## src/rtl/ad9914_spi_sequencer_if.sv

```systemverilog
// AD9914 DDS pin bundle driven by the SPI sequencer.
interface ad9914_spi_sequencer_if;
    logic dds_cs_n;
    logic dds_sclk;
    logic dds_sdio;
    logic dds_io_update;
    logic dds_drctl;

    modport master (
        output dds_cs_n, dds_sclk, dds_sdio,
        output dds_io_update, dds_drctl
    );

    modport slave (
        input dds_cs_n, dds_sclk, dds_sdio,
        input dds_io_update, dds_drctl
    );
endinterface

```

## src/rtl/ad9914_spi_sequencer.sv

```systemverilog
// AD9914 DRG register writer: five 40-bit SPI frames, IO_UPDATE, DRCTL control.
// Optional AD9914_DUAL_BAND_EN lets band_sel pick limit set 2 at capture.
module ad9914_spi_sequencer #(
    parameter int SCLK_DIV = 2,
    parameter int IOUP_W   = 4
) (
    input  logic        clk,
    input  logic        rst,
    input  logic        load,
    input  logic        sweep_start,
    input  logic        sweep_stop,
    input  logic        band_sel,
    input  logic [31:0] ftw_lower_1,
    input  logic [31:0] ftw_upper_1,
    input  logic [31:0] ftw_lower_2,
    input  logic [31:0] ftw_upper_2,
    input  logic [31:0] sweep_step,
    input  logic [15:0] sweep_rate,
    ad9914_spi_sequencer_if.master dds,
    output logic        busy,
    output logic        done,
    output logic        sweep_drop
);
    typedef enum logic [2:0] {
        IDLE, CS_SETUP, SHIFT, CS_GAP, IOUP, DONE
    } state_t;

    state_t      state, state_nx;
    logic [7:0]  div_cnt;
    logic [7:0]  ioup_cnt;
    logic [5:0]  bit_cnt;
    logic [2:0]  frame;
    logic        gap_cnt;
    logic        sclk_q;
    logic        pending;
    logic        drctl_q;
    logic        drop_q;
    logic [31:0] sh_lower, sh_upper, sh_step;
    logic [15:0] sh_rate;
    logic [31:0] sel_lower, sel_upper;
    logic [31:0] data;
    logic [39:0] word;
    logic        start;
    logic        div_last;
    logic        bit_last;
    logic        shifting;

`ifdef AD9914_DUAL_BAND_EN
    assign sel_lower = band_sel ? ftw_lower_2 : ftw_lower_1;
    assign sel_upper = band_sel ? ftw_upper_2 : ftw_upper_1;
`else
    logic unused_band;
    assign unused_band = ^{band_sel, ftw_lower_2, ftw_upper_2};
    assign sel_lower   = ftw_lower_1;
    assign sel_upper   = ftw_upper_1;
`endif

    assign div_last = (div_cnt == 8'(SCLK_DIV - 1));
    assign bit_last = (bit_cnt == 6'd39);
    assign shifting = (state == CS_SETUP) || (state == SHIFT);
    // A pending reload leaves DONE straight into the next burst.
    assign start = ((state == IDLE) || (state == DONE)) && (load || pending);

    always_ff @(posedge clk) begin
        if (rst) state <= IDLE;
        else     state <= state_nx;
    end

    always_comb begin
        state_nx = state;
        unique case (state)
            IDLE:     if (load || pending) state_nx = CS_SETUP;
            CS_SETUP: state_nx = SHIFT;
            SHIFT:    if (div_last && sclk_q && bit_last) state_nx = CS_GAP;
            CS_GAP:   if (gap_cnt) state_nx = (frame == 3'd4) ? IOUP : CS_SETUP;
            IOUP:     if (ioup_cnt == 8'(IOUP_W - 1)) state_nx = DONE;
            DONE:     state_nx = (load || pending) ? CS_SETUP : IDLE;
            default:  state_nx = IDLE;
        endcase
    end

    always_ff @(posedge clk) begin
        if (rst) begin
            pending  <= 1'b0;
            div_cnt  <= '0;
            bit_cnt  <= '0;
            gap_cnt  <= 1'b0;
            ioup_cnt <= '0;
            frame    <= '0;
            sclk_q   <= 1'b0;
            drctl_q  <= 1'b0;
            drop_q   <= 1'b0;
        end else begin
            if (start)                     pending <= 1'b0;
            else if (load && state != IDLE) pending <= 1'b1;

            if (state == CS_SETUP) begin
                div_cnt <= '0;
                bit_cnt <= '0;
                sclk_q  <= 1'b0;
            end else if (state == SHIFT) begin
                if (div_last) begin
                    div_cnt <= '0;
                    sclk_q  <= ~sclk_q;
                    if (sclk_q && !bit_last) bit_cnt <= bit_cnt + 6'd1;
                end else begin
                    div_cnt <= div_cnt + 8'd1;
                end
            end

            gap_cnt  <= (state == CS_GAP) ? ~gap_cnt : 1'b0;
            ioup_cnt <= (state == IOUP) ? ioup_cnt + 8'd1 : 8'd0;

            if (start)
                frame <= '0;
            else if (state == CS_GAP && gap_cnt && frame != 3'd4)
                frame <= frame + 3'd1;

            // Starting a reload must never leave the DRG ramping.
            if (start)                      drctl_q <= 1'b0;
            else if (sweep_stop)            drctl_q <= 1'b0;
            else if (sweep_start && !busy)  drctl_q <= 1'b1;

            drop_q <= sweep_start && busy;
        end
    end

    always_ff @(posedge clk) begin
        if (start) begin
            sh_lower <= sel_lower;
            sh_upper <= sel_upper;
            sh_step  <= sweep_step;
            sh_rate  <= sweep_rate;
        end
    end

    always_comb begin
        unique case (frame)
            3'd0:       data = sh_lower;
            3'd1:       data = sh_upper;
            3'd2, 3'd3: data = sh_step;
            default:    data = {sh_rate, sh_rate};
        endcase
    end

    assign word = {1'b0, 7'h04 + {4'd0, frame}, data};

    assign dds.dds_cs_n      = ~shifting;
    assign dds.dds_sclk      = sclk_q;
    assign dds.dds_sdio      = shifting ? word[6'd39 - bit_cnt] : 1'b0;
    assign dds.dds_io_update = (state == IOUP);
    assign dds.dds_drctl     = drctl_q;

    assign busy = (state == CS_SETUP) || (state == SHIFT) ||
                  (state == CS_GAP) || (state == IOUP) ||
                  ((state == DONE) && pending);
    assign done       = (state == DONE);
    assign sweep_drop = drop_q;
endmodule

```

## src/flat_wrapper.sv

```systemverilog
// flat-port wrapper written by rule: the top's interface ports become plain ports
module ad9914_spi_sequencer_flat 
#(
    parameter int SCLK_DIV = 2,
    parameter int IOUP_W   = 4
)
  (clk, rst, load, sweep_start, sweep_stop, band_sel, ftw_lower_1, ftw_upper_1, ftw_lower_2, ftw_upper_2, sweep_step, sweep_rate, busy, done, sweep_drop, dds_dds_cs_n, dds_dds_sclk, dds_dds_sdio, dds_dds_io_update, dds_dds_drctl);
  ad9914_spi_sequencer_if dds_i ();
  input  logic clk;
  input  logic rst;
  input  logic load;
  input  logic sweep_start;
  input  logic sweep_stop;
  input  logic band_sel;
  input  logic [31:0] ftw_lower_1;
  input  logic [31:0] ftw_upper_1;
  input  logic [31:0] ftw_lower_2;
  input  logic [31:0] ftw_upper_2;
  input  logic [31:0] sweep_step;
  input  logic [15:0] sweep_rate;
  output logic busy;
  output logic done;
  output logic sweep_drop;
  output wire logic [$bits(dds_i.dds_cs_n)-1:0] dds_dds_cs_n;
  output wire logic [$bits(dds_i.dds_sclk)-1:0] dds_dds_sclk;
  output wire logic [$bits(dds_i.dds_sdio)-1:0] dds_dds_sdio;
  output wire logic [$bits(dds_i.dds_io_update)-1:0] dds_dds_io_update;
  output wire logic [$bits(dds_i.dds_drctl)-1:0] dds_dds_drctl;
  assign dds_dds_cs_n = dds_i.dds_cs_n;
  assign dds_dds_sclk = dds_i.dds_sclk;
  assign dds_dds_sdio = dds_i.dds_sdio;
  assign dds_dds_io_update = dds_i.dds_io_update;
  assign dds_dds_drctl = dds_i.dds_drctl;
  ad9914_spi_sequencer #(.SCLK_DIV(SCLK_DIV), .IOUP_W(IOUP_W)) u_core (.clk(clk), .rst(rst), .load(load), .sweep_start(sweep_start), .sweep_stop(sweep_stop), .band_sel(band_sel), .ftw_lower_1(ftw_lower_1), .ftw_upper_1(ftw_upper_1), .ftw_lower_2(ftw_lower_2), .ftw_upper_2(ftw_upper_2), .sweep_step(sweep_step), .sweep_rate(sweep_rate), .dds(dds_i), .busy(busy), .done(done), .sweep_drop(sweep_drop));
endmodule
```

## config.mk

```make
export PLATFORM = sky130hd
export DESIGN_NAME = ad9914_spi_sequencer_flat
export DESIGN_NICKNAME = d
export VERILOG_FILES = /design/src/rtl/ad9914_spi_sequencer_if.sv /design/src/rtl/ad9914_spi_sequencer.sv /design/src/flat_wrapper.sv
export SDC_FILE = /design/constraint.sdc
export NUM_CORES = 1
export LEC_CHECK = 0
export CORE_ASPECT_RATIO = 1.75
export CORE_UTILIZATION = 25
export DETAILED_ROUTE_END_ITERATION = 8
export GPL_ROUTABILITY_DRIVEN = 0
export GPL_TIMING_DRIVEN = 0
export MAX_ROUTING_LAYER = met4
export PLACE_DENSITY = 0.58
export SYNTH_ARGS = -nofsm -noshare
export SYNTH_HDL_FRONTEND = slang
export SYNTH_SLANG_ARGS = --single-unit
export TNS_END_PERCENT = 100
```

## constraint.sdc

```tcl
create_clock -name clk -period 21.8 [get_ports clk]
set_input_delay 2.18 -clock clk [delete_from_list [all_inputs] [get_ports clk]]
set_output_delay 2.18 -clock clk [all_outputs]
set_load 0.02 [all_outputs]
```

### Yosys cells after proc, flatten, opt, wreduce, memory -nomap -nowiden

Index checks and enable logic that the tools add are counted.

* register bits after elaboration: 145
* bits of input ports: 182
* output and inout bits: 8
* word-level logic and storage cells: 85

* add/sub/neg operators: 6
* $lt $le $gt $ge: 1
* equal/unequal tests: 17
* multiplexer cells: 12
* bitwise operators: 5
* reductions and logical operators: 30

Operators by type and width (number)
* $pmux 32 s3: 1
* $pmux 3 s6: 1
* $add 8x1->8 const B: 2
* $mux 3: 5
* $eq 3x2->1 const B: 4
* $logic_and 1x1->1: 10
* $reduce_or 2->1: 5
* $eq 3x3->1 const B: 3
* $eq 8x1->1 const B: 1
* $eq 8x2->1 const B: 1
* $mux 8: 1
* $lt 6x7->1 const B: 1
* $add 6x1->6 const B: 1
* $bmux 1 s6: 1
* $eq 3x1->1 const B: 2
* $eq 6x6->1 const B: 1
* $logic_not 3->1: 2
* $logic_or 1x1->1: 6
* $ne 2x1->1 const B: 3
* $sub 6x6->6 const A: 1
* $not 1->1: 5
* $add 3x3->4 const A: 1
* $reduce_and 4->1: 1
* $add 3x1->3 const B: 1
* 8 further kinds: 11

### Logic depth before layout (Yosys ltp)

* word-level depth: 7
* mapped depth: 12
* depth with buffers taken out: 9

### Worst setup path after synthesis

Ideal clock, no wire load.

* path kind: input to register
* start: in load
* end: reg u_core.frame[0]
* setup time: 0.128 ns
* arrival: 10.828 ns
* data required time: 21.672 ns
* slack: 10.845 ns
* stages on the path: 4
* buffers on the path: 0
* cell sequence: nor2_1 -> nor3_1 -> or2_2 -> nor2_1

* longest elaborated chain between the ends: 3

RTL lines
* start: declaration: RTL line flat_wrapper.sv:11 `input logic load;`
* $logic_or 1x1->1: RTL line ad9914_spi_sequencer.sv:62 `assign start = ((state == IDLE) || (state == DONE)) && (load || pending);`
* $logic_and 1x1->1: RTL line ad9914_spi_sequencer.sv:62
* named net u_core.start: RTL line ad9914_spi_sequencer.sv:43 `logic start;`
* $reduce_or 2->1 (no source line)
* end signal: assignment: RTL line ad9914_spi_sequencer.sv:117 `frame <= frame + 3'd1;`
* end: declaration: RTL line ad9914_spi_sequencer.sv:32 `logic [2:0] frame;`

The timed path passes the listed nets, and every way through them passes these cells.
A chain may end at the register's enable or synchronous reset.

### Final worst setup path

* start: reg u_core.frame[1]
* end: out dds_dds_sdio

* longest elaborated chain between the ends: 6
* elaborated cells between the ends (all ways): 10
* those cells by class: add/sub (1); eq/ne (3); mux (4); reduce/logical (2)

RTL lines
* $eq 3x2->1: RTL line ad9914_spi_sequencer.sv:138 `unique case (frame)`
* $reduce_or 2->1: RTL line ad9914_spi_sequencer.sv:138
* $pmux 32 s3: RTL line ad9914_spi_sequencer.sv:138
* $bmux 1 s6 *: RTL line ad9914_spi_sequencer.sv:150 `assign dds.dds_sdio = shifting ? word[6'd39 - bit_cnt] : 1'b0;`
* $mux 1 (implied by the code) *: RTL line ad9914_spi_sequencer.sv:150
* $mux 1 *: RTL line ad9914_spi_sequencer.sv:150
* end: declaration: RTL line flat_wrapper.sv:26 `output wire logic [$bits(dds_i.dds_sdio)-1:0] dds_dds_sdio;`

Mark *: on every way between the ends. The rest lies on a longest branch, timed or not. The select of a mux whose other input is x is not followed.

==> flow_metrics.env <==
export IMPL_synthArstFlopShare_pct=0
export IMPL_path_cells="ha_1 > ha_1 > or2_1 > clkbuf_1 > a222oi_1 > a221oi_1 > a21oi_1 > o32ai_1 > clkdlybuf4s50_1"
export IMPL_finalSetupTns_ns=0
export IMPL_finClkSkew_ns=0.008110
export IMPL_hold_path_class="reg2reg"
export IMPL_syn_nets=624
export IMPL_drt_wl_total_mm=15.47
export IMPL_cts_hold_buffers=0
export IMPL_die_area_um2=24350
export IMPL_p_comb_share_pct=18.6
export IMPL_avgSynthCellArea_um2=13.75
export IMPL_die_width_um=118.4
export IMPL_avgRoutedWirePerCell_um=17.21
export IMPL_start_kind="flip-flop"
export IMPL_grt_pass1_vias=4559
export IMPL_vias=4156
export IMPL_worst_endpoint_required_ns=19.62
export IMPL_power_leakage_nw=2.770
export IMPL_hold_viol=0
export IMPL_gr_total_overflow=0
export IMPL_synth_seq_cells=145
export IMPL_hold_ws_ns=0.4792
export IMPL_clock_root_buffer="clkbuf_16"
export IMPL_worstPathArrival_ns=3.71
export IMPL_slowest_delay_ns=0.68
export IMPL_yosys_warnings=0
export IMPL_ant_nets=0
export IMPL_port_buffers=123
export IMPL_relSlewSlack_pct=41.77
export IMPL_grt_pass1_wl_mm=23.81
export IMPL_cp_max_fo=10
export IMPL_coreArea_um2=23330
export IMPL_drv_cap=0
export IMPL_yosysUniqueCellTypes=60
export IMPL_clockBufferDepth=2
export IMPL_placement_rows=74
export IMPL_grt_total_usage_pct=13.53
export IMPL_htreeDepth=4
export IMPL_p_clk_share_pct=32.9
export IMPL_fmax_ghz=0.1699
export IMPL_drt_iter0_drc=256
export IMPL_p_per_area_nw_per_um2=103.4
export IMPL_post_cts_buffers=0
export IMPL_fin_util_pct=35.19
export IMPL_ir_drop_mv=0.06879
export IMPL_grt_max_degree=17
export IMPL_setup_viol=0
export IMPL_io_pins=190
export IMPL_grt_setup_unrepaired="no"
export IMPL_clk_pin_slew_ns=0.06
export IMPL_crit_type="reg2out"
export IMPL_reg2reg_depth=8
export IMPL_reg2reg_slack_ns=18.90
export IMPL_cp_common_cell="ha_1"
export IMPL_pwr_share_seq_pct=48.4
export IMPL_numClockSinks=145
export IMPL_final_cells=899
export IMPL_drv_slew=0
export IMPL_vias_per_cell=4.623
export IMPL_clk_latency_ns=0.42
export IMPL_syn_cell_area_um2=5926
export IMPL_ys_flop_type="edfxtp_1"
export IMPL_status="finished, final reports clean"
export IMPL_crit_buf_inv=2
export IMPL_antenna_found_initial=0
export IMPL_hpwlAfterDp_mm=12.06
export IMPL_drcViolationCount=0
export IMPL_post_route_min_period_ns=5.886
export IMPL_nNetsFinal=774
export IMPL_synth_edff_count=112
export IMPL_die_y_um=205.7
export IMPL_drive_above_1_share_pct=10.61
export IMPL_numCtsBuffers=17
export IMPL_tightest_slew_ns=0.8687
export IMPL_yosysSeqAreaShare_pct=67.91
export IMPL_crit_slowest_cell="clkdlybuf4s50_1"
export IMPL_switching_share_pct=26.50
export IMPL_p_switching_w=0.0002249
export IMPL_dpl_cell_count=866
export IMPL_start_util_pct=25.40
export IMPL_finalCritPeriodShare_pct=27.00
export IMPL_post_cts_resized=0
export IMPL_synth_cells=431
export IMPL_cts_tree="done"
export IMPL_p_int_w=0.0006238
export IMPL_min_delay_path_depth=1
export IMPL_syn_to_final_growth_pct=38.56
export IMPL_firstDrtPassIters=8
export IMPL_cp_end_kind="primary output"
export IMPL_critical_path_cell_count=9
export IMPL_cp_top_family="buffers and inverters"
per-stage QoR:
stage | setup WS, ns | cell area (um^2) | power, W
final | 15.91 | 8210 | 0.0008487
after global routing | 15.68 | 8208 | 0.0008883
after CTS | 15.87 | 8208 | 0.0008581
after detailed placement | 16.35 | 7636 | 0.0005774
after global placement | 7.874 | 7537 | 0.0005805
after floorplan | 10.84 | 5926 | 0.0005134
cell usage after synthesis (5+ instances only):
library cell    n  area [um^2]
xor2_1         15        131.4
edfxtp_1      112         3363
xnor2_1         7        61.31
a21oi_1        15        75.07
clkbuf_1        9        33.78
a22oi_1         7        52.55
nand2_1        25        93.84
dfxtp_1        33        660.6
nand3_1        12        60.06
nand4_1        10        62.56
nor3_1          9        45.04
nand2b_1        5        31.28
ha_1           11        137.6
inv_1           9        33.78
a222oi_1       25        250.2
nor2b_1         7        43.79
mux2i_1         8        80.08
buf_2           9        45.04
o21ai_0         5        25.02
nor2_1         38        142.6
cells in the final DEF, fill, tap and decap left out, types with 4 or more instances in the layout:
cell type,count
nand2_1,25
a222oi_1,25
a22o_1,4
xnor2_1,7
buf_2,9
nand2b_1,5
nor2b_1,7
clkdlybuf4s50_1,123
dfxtp_1,33
nor2_1,38
and3_1,4
buf_6,11
nand3_1,12
clkbuf_1,11
edfxtp_1,112
inv_1,9
nor3_1,8
o211ai_1,4
xor2_1,15
clkinvlp_4,5
a22oi_1,7
a21oi_1,15
mux2i_1,8
nand4_1,10
o21ai_0,5
ha_1,11
clkbuf_16,17
state kept, by name, summed over array words and instances (netlist names):
signal                flops
u_core.bit_cnt            6
u_core.dds.dds_drctl      1
u_core.dds.dds_sclk       1
u_core.div_cnt            8
u_core.frame              3
u_core.gap_cnt            1
u_core.ioup_cnt           8
u_core.pending            1
u_core.sh_lower          32
u_core.sh_rate           16
u_core.sh_step           32
u_core.sh_upper          32
u_core.state              3
u_core.sweep_drop         1
per-layer routing:
layer	routed length [um]	GRT usage [%]	part of all wire, %	up-vias
met5	0	-	0	-
met4	698	9.132	4.5	0
met3	579	2.439	3.7	39
met2	8871	25.53	57	159
met1	5324	12.25	34	1980
li1	-	-	-	1978
path summary, 6_finish.rpt:
check                        from                 end
setup reg to reg  u_core.state[2]  u_core.sh_lower[1]
hold / removal     u_core.gap_cnt      u_core.gap_cnt
setup / recovery  u_core.frame[1]        dds_dds_sdio
hold reg to reg    u_core.gap_cnt      u_core.gap_cnt
logic make-up (layout without fill, tap and decap cells):
logic type,count (synthesis),in the layout,synth area share [%]
and+or+nand+nor,127,127,10.87
buffers and inverters,33,196,2.787
adders and majority gates,11,11,2.323
xor gates and xnor gates,22,22,3.252
other,0,1,0
muxes,10,10,1.731
AOI/OAI and AO/OA,83,83,11.13
DFF,145,145,67.91
cell type report:
type,instances,area [um^2]
Clock inverter,13,138.9
Multi-Input combinational cell,253,1742
Antenna cell,1,2.502
Sequential cell,145,4024
Timing Repair Buffer,131,1325
Clock buffer,19,432.9
Inverter,10,37.54
Fill cell,2315,15120
Buffer,23,127.6
Tap cell,304,380.4
power groups by stage:
stage	Clock, W	Combinational [W]	Sequential, W
floorplan	0	0.0000808	0.000433
global placement	0	0.000137	0.000444
detailed placement	0	0.000161	0.000417
CTS	0.000286	0.000161	0.000411
global route	0.000297	0.000173	0.000418
finish	0.000280	0.000158	0.000411
Note: power is estimated with default switching activity, not from simulation.
==> RTL edit 1: new RTL, config.mk and constraints unchanged <==
Compare `bit_cnt` against `6'd39` with >= in place of ==.
--- a/src/rtl/ad9914_spi_sequencer.sv
+++ b/src/rtl/ad9914_spi_sequencer.sv
@@ -57,5 +57,5 @@
 
     assign div_last = (div_cnt == 8'(SCLK_DIV - 1));
-    assign bit_last = (bit_cnt == 6'd39);
+    assign bit_last = (bit_cnt >= 6'd39);
     assign shifting = (state == CS_SETUP) || (state == SHIFT);
     // A pending reload leaves DONE straight into the next burst.
Check against the original RTL: no difference found for any inputs over 10 cycles, from zero or initial values and one cycle with rst high; that may be too few to reach the edited logic, so the function may still have changed.
==> RTL edit 1 against the unedited design <==
Count of clock-buffer cells in the layout fell by 1; maximum frequency shrank 6.5%; sequential cell count is the same; non-clock buffer count unchanged; final area grew 0.58%; wire length down 0.37%; clock skew about the same; synthesized area grew 0.65%; worst hold slack gained 13 ps; worst setup slack got worse by 410 ps; power grew 7.0%; die area increased by 0.65%; utilization grew 0.064 points; register-to-register slack gained 350 ps; critical path type unchanged.
==> RTL edit 1: results (changes against the unedited design) <==
[metrics] cell count after placement: 870 (+0.46%)
[metrics] post-route fraction of the period consumed by the critical path: 28.9% (+1.9 points)
[metrics] number of buffers inserted during clock tree synthesis: 17 (unchanged)
[metrics] run status: completed
[metrics] measured slew at the worst slew-check pin: 669 ps (-199 ps)
[metrics] total global-route track usage: 13.4% (-0.16 points)
[metrics] root buffer selected by CTS: sky130_fd_sc_hd__clkbuf_16
[metrics] global routing met1 resource utilization: 13.2% (+0.91 points)
[metrics] endpoint of the worst register-to-register path: u_core.sh_lower[7]$_DFFE_PP_
[metrics] nets: 778 (+0.52%)
[metrics] post-DR wirelength/cell: 17.1 um (-0.59%)
[metrics] placed wire-length estimate: 11800 um (-2.4%)
[metrics] sum of internal, switching and leakage power: 0.908 mW (+7.0%)
[metrics] worst hold slack: 492 ps (+12.6 ps)
[metrics] antenna diode count: 0 (-1)
[metrics] launch instance of the worst min-delay path: u_core.ioup_cnt[0]$_SDFF_PP0_
[metrics] post-detailed-route via-to-cell ratio: 4.67 (+1.1%)
[metrics] CP max stage delay: 660 ps (-20 ps)
[metrics] first-pass GRT wire length: 23700 um (-0.61%)
[metrics] number of nets produced by synthesis: 627 (+0.48%)
[metrics] worst path arrival time: 4110 ps (+400 ps)
[metrics] buffer count from post-CTS setup fixing: 0 (unchanged)
[metrics] critical path startpoint: u_core.frame[2]$_SDFFE_PP0P_
[metrics] FFs w/ async S/R, synth: 0% (unchanged)
[metrics] vias in the first global route: 4571 (+0.26%)
[metrics] Comb. pwr: 0.199 mW (+26%)
[metrics] met3 wire length: 647 um (+12%)
[metrics] sequential share of the synthesized area: 67.5% (-0.44 points)
[metrics] Post-Layout Cell Count: 901 (+0.22%)
[metrics] Highest Signal Layer: met4
[metrics] ranking of synthesized cells by area: sky130_fd_sc_hd__edfxtp_1 56%, sky130_fd_sc_hd__dfxtp_1 11%, sky130_fd_sc_hd__a222oi_1 3.4%
[metrics] worst clock skew on the final layout: 7.64 ps (-0.473 ps)
[metrics] share of final-layout standard cells stronger than drive strength 1: 11.1% (+0.45 points)
[metrics] slack of the worst reg-to-reg path: 19250 ps (+350 ps)
[metrics] met2 layer usage reported by global route: 24.5% (-1.1 points)
[metrics] met3 layer usage reported by global route: 2.98% (+0.54 points)
[metrics] met2 WL: 8480 um (-4.5%)
[metrics] Cells after Synth: 434 (+0.70%)
[metrics] fill cell instance count of the final layout: 2278 (-1.6%)
[metrics] relative contribution of sequential cells to total power: 47.1% (-1.3 points)
[metrics] maximum vdd ir drop: 67.4 uV (-2.0%)
[metrics] launching point of the worst reg2reg path: u_core.state[0]$_SDFFE_PP0P_
[metrics] Unique masters post-synth: 63 (+5.0%)
[metrics] end point of the worst hold path: u_core.ioup_cnt[0]$_SDFF_PP0_
[metrics] number of DRC violations after detailed-routing iteration 0: 284 (+11%)
[metrics] worst slack at placement: 15950 ps (-396 ps)
[metrics] power spent charging and discharging nets: 0.255 mW (+13%)
[metrics] standard cell area after detailed placement: 0.00769 mm2 (+0.70%)
## RTL edit 1: changes by cell type after synthesis, sizes merged, moves of 4 or more
cell	change
nand2	-8
a211oi	+4
nor2b	-5
nand4	-6
mux2i	+4
a222oi	-5
a221oi	+4
a221o	+5
## RTL edit 1: layout make-up
type	count	area (um2)	share of cell area, %
Timing Repair Buffer	132	1340	16.2
Inverter	13	48.8	0.591
Clock buffer	18	429	5.20
Tap cell	304	380	4.61
Clock inverter	13	139	1.68
Buffer	22	98.8	1.20
Multi-Input combinational cell	254	1800	21.8
Sequential cell	145	4020	48.7
## RTL edit 1: kinds of logic (layout without fill, tap and decap cells)
| group | after synthesis | count (layout) | synth area share, % |
|---|---|---|---|
| compound gates | 95 | 95 | 12.6 |
| xor+xnor | 22 | 22 | 3.23 |
| fa+ha+maj | 11 | 11 | 2.31 |
| buf+inv | 35 | 198 | 2.48 |
| flops | 145 | 145 | 67.5 |
| mux | 13 | 13 | 2.20 |
| simple gates | 113 | 113 | 9.69 |
==> RTL edit 2: new RTL, config.mk and constraints unchanged <==
Without the edit above. The option `AD9914_DUAL_BAND_EN` is turned on by a define.
--- a/src/rtl/ad9914_spi_sequencer.sv
+++ b/src/rtl/ad9914_spi_sequencer.sv
@@ -1,4 +1,6 @@
 // AD9914 DRG register writer: five 40-bit SPI frames, IO_UPDATE, DRCTL control.
 // Optional AD9914_DUAL_BAND_EN lets band_sel pick limit set 2 at capture.
+`define AD9914_DUAL_BAND_EN
+
 module ad9914_spi_sequencer #(
     parameter int SCLK_DIV = 2,
Check against the original RTL: no difference found for any inputs over 10 cycles, from zero or initial values and one cycle with rst high; that may be too few to reach the edited logic, so the function may still have changed.
==> RTL edit 2 against the unedited design <==
Synthesized area is 15% higher; wire length is 30% higher; maximum frequency is 7.4% lower; power is 2.6% higher; register-to-register slack better by 190 ps; final area is 19% higher; worst setup slack worse by 470 ps; sequential cell count stayed put; largest cell class unchanged; highest routed layer unchanged.
==> RTL edit 2: results (changes against the unedited design) <==
[metrics] layout buffering overhead excluding clock cells: 21.3% (+3.6 points)
[metrics] worst hold slack: 482 ps (+2.65 ps)
[metrics] P_seq: 0.393 mW (-4%)
[metrics] worst clock skew on the final layout: 10.5 ps (+2.43 ps)
[metrics] commonest cells in the synthesized netlist: 112 x sky130_fd_sc_hd__edfxtp_1, 64 x sky130_fd_sc_hd__mux2_2, 49 x sky130_fd_sc_hd__nor2_1
[metrics] inverter count of the layout excluding clock inverters: 13 (+3)
[metrics] power spent charging and discharging nets: 0.225 mW (-0.14%)
[metrics] standard cell area after detailed placement: 0.00915 mm2 (+20%)
[metrics] run status: completed
[metrics] number of DRC violations after detailed-routing iteration 0: 259 (+1.2%)
[metrics] slack of the worst reg-to-reg path: 19090 ps (+190 ps)
[metrics] first-pass GRT wire length: 30100 um (+26%)
[metrics] Clk pwr share: 35.0% (+2.1 points)
[metrics] Seq/total area: 41.2% (-7.8 points)
[metrics] endpoint of the worst register-to-register path: u_core.state[0]$_SDFFE_PP0P_
[metrics] sequential share of the synthesized area: 59.2% (-8.7 points)
[metrics] WL final: 20100 um (+30%)
[metrics] total number of vias: 5035 (+21%)
[metrics] non-clock buffer total of the final layout: 222 (+44%)
[metrics] vias in the first global route: 5327 (+17%)
[metrics] cell count after placement: 1044 (+21%)
[metrics] fill cell instance count of the final layout: 2605 (+13%)
[metrics] worst slack at placement: 15900 ps (-448 ps)
[metrics] CP max stage delay: 560 ps (-120 ps)
[metrics] ranking of synthesized cells by area: sky130_fd_sc_hd__edfxtp_1 49%, sky130_fd_sc_hd__mux2_2 11%, sky130_fd_sc_hd__dfxtp_1 9.7%
[metrics] number of nets produced by synthesis: 723 (+16%)
[metrics] total global-route track usage: 15.4% (+1.9 points)
[RTL edit 2: changes by cell type in the layout (fill, tap and decap cells not counted), sizes merged, moves of 5 or more]
cell,unedited run,this run
nor2,39,49
nand4,10,4
a211oi,1,7
clkbuf,28,35
a221o,0,8
clkdlybuf4s50,123,187
a221oi,3,8
o21ai,8,13
a31oi,2,7
a222oi,25,8
a22o,4,10
mux2,2,64
[RTL edit 2: cell families (layout without fill, tap and decap cells)]
group / after synthesis / after routing / synth area share (%)
buffers and inverters: 45 / 267 / 2.76
AND/OR/NAND/NOR: 123 / 123 / 8.74
adder cells (fa/ha/maj): 11 / 11 / 2.03
flip-flops: 145 / 145 / 59.2
XOR/XNOR: 22 / 22 / 2.83
AO/OA/AOI/OAI: 112 / 112 / 12.6
multiplexers: 72 / 72 / 11.8
[RTL edit 2: worst reg2reg max path, delay by kind of cell, from the launching register on]
family	cells	cell delay (ps)
compound gates	4	1170
flops	1	400
fa+ha+maj	1	250
simple gates	2	810
[RTL edit 2: worst max-delay path by stage]
stage               slack [ps]                           endpoint  depth (start not counted)                    startpoint
global placement         10980       u_core.frame[2]$_SDFFE_PP0P_                          5                          load
finish                   15450                       dds_dds_sdio                         11  u_core.frame[0]$_SDFFE_PP0P_
detailed placement       15900                       dds_dds_sdio                         11  u_core.frame[0]$_SDFFE_PP0P_
CTS                      15400                       dds_dds_sdio                         11  u_core.frame[0]$_SDFFE_PP0P_
floorplan                13700  u_core.dds.dds_drctl$_SDFFE_PP0P_                          4                          load
global route             15140                       dds_dds_sdio                         11  u_core.frame[0]$_SDFFE_PP0P_
[RTL edit 2: routing by layer]
layer / share of wire [%] / track usage (%)
met1: 37 / 15.4
met2: 57 / 28.7
met3: 3.1 / 2.52
met4: 2.6 / 8.07
met5: 0 / -
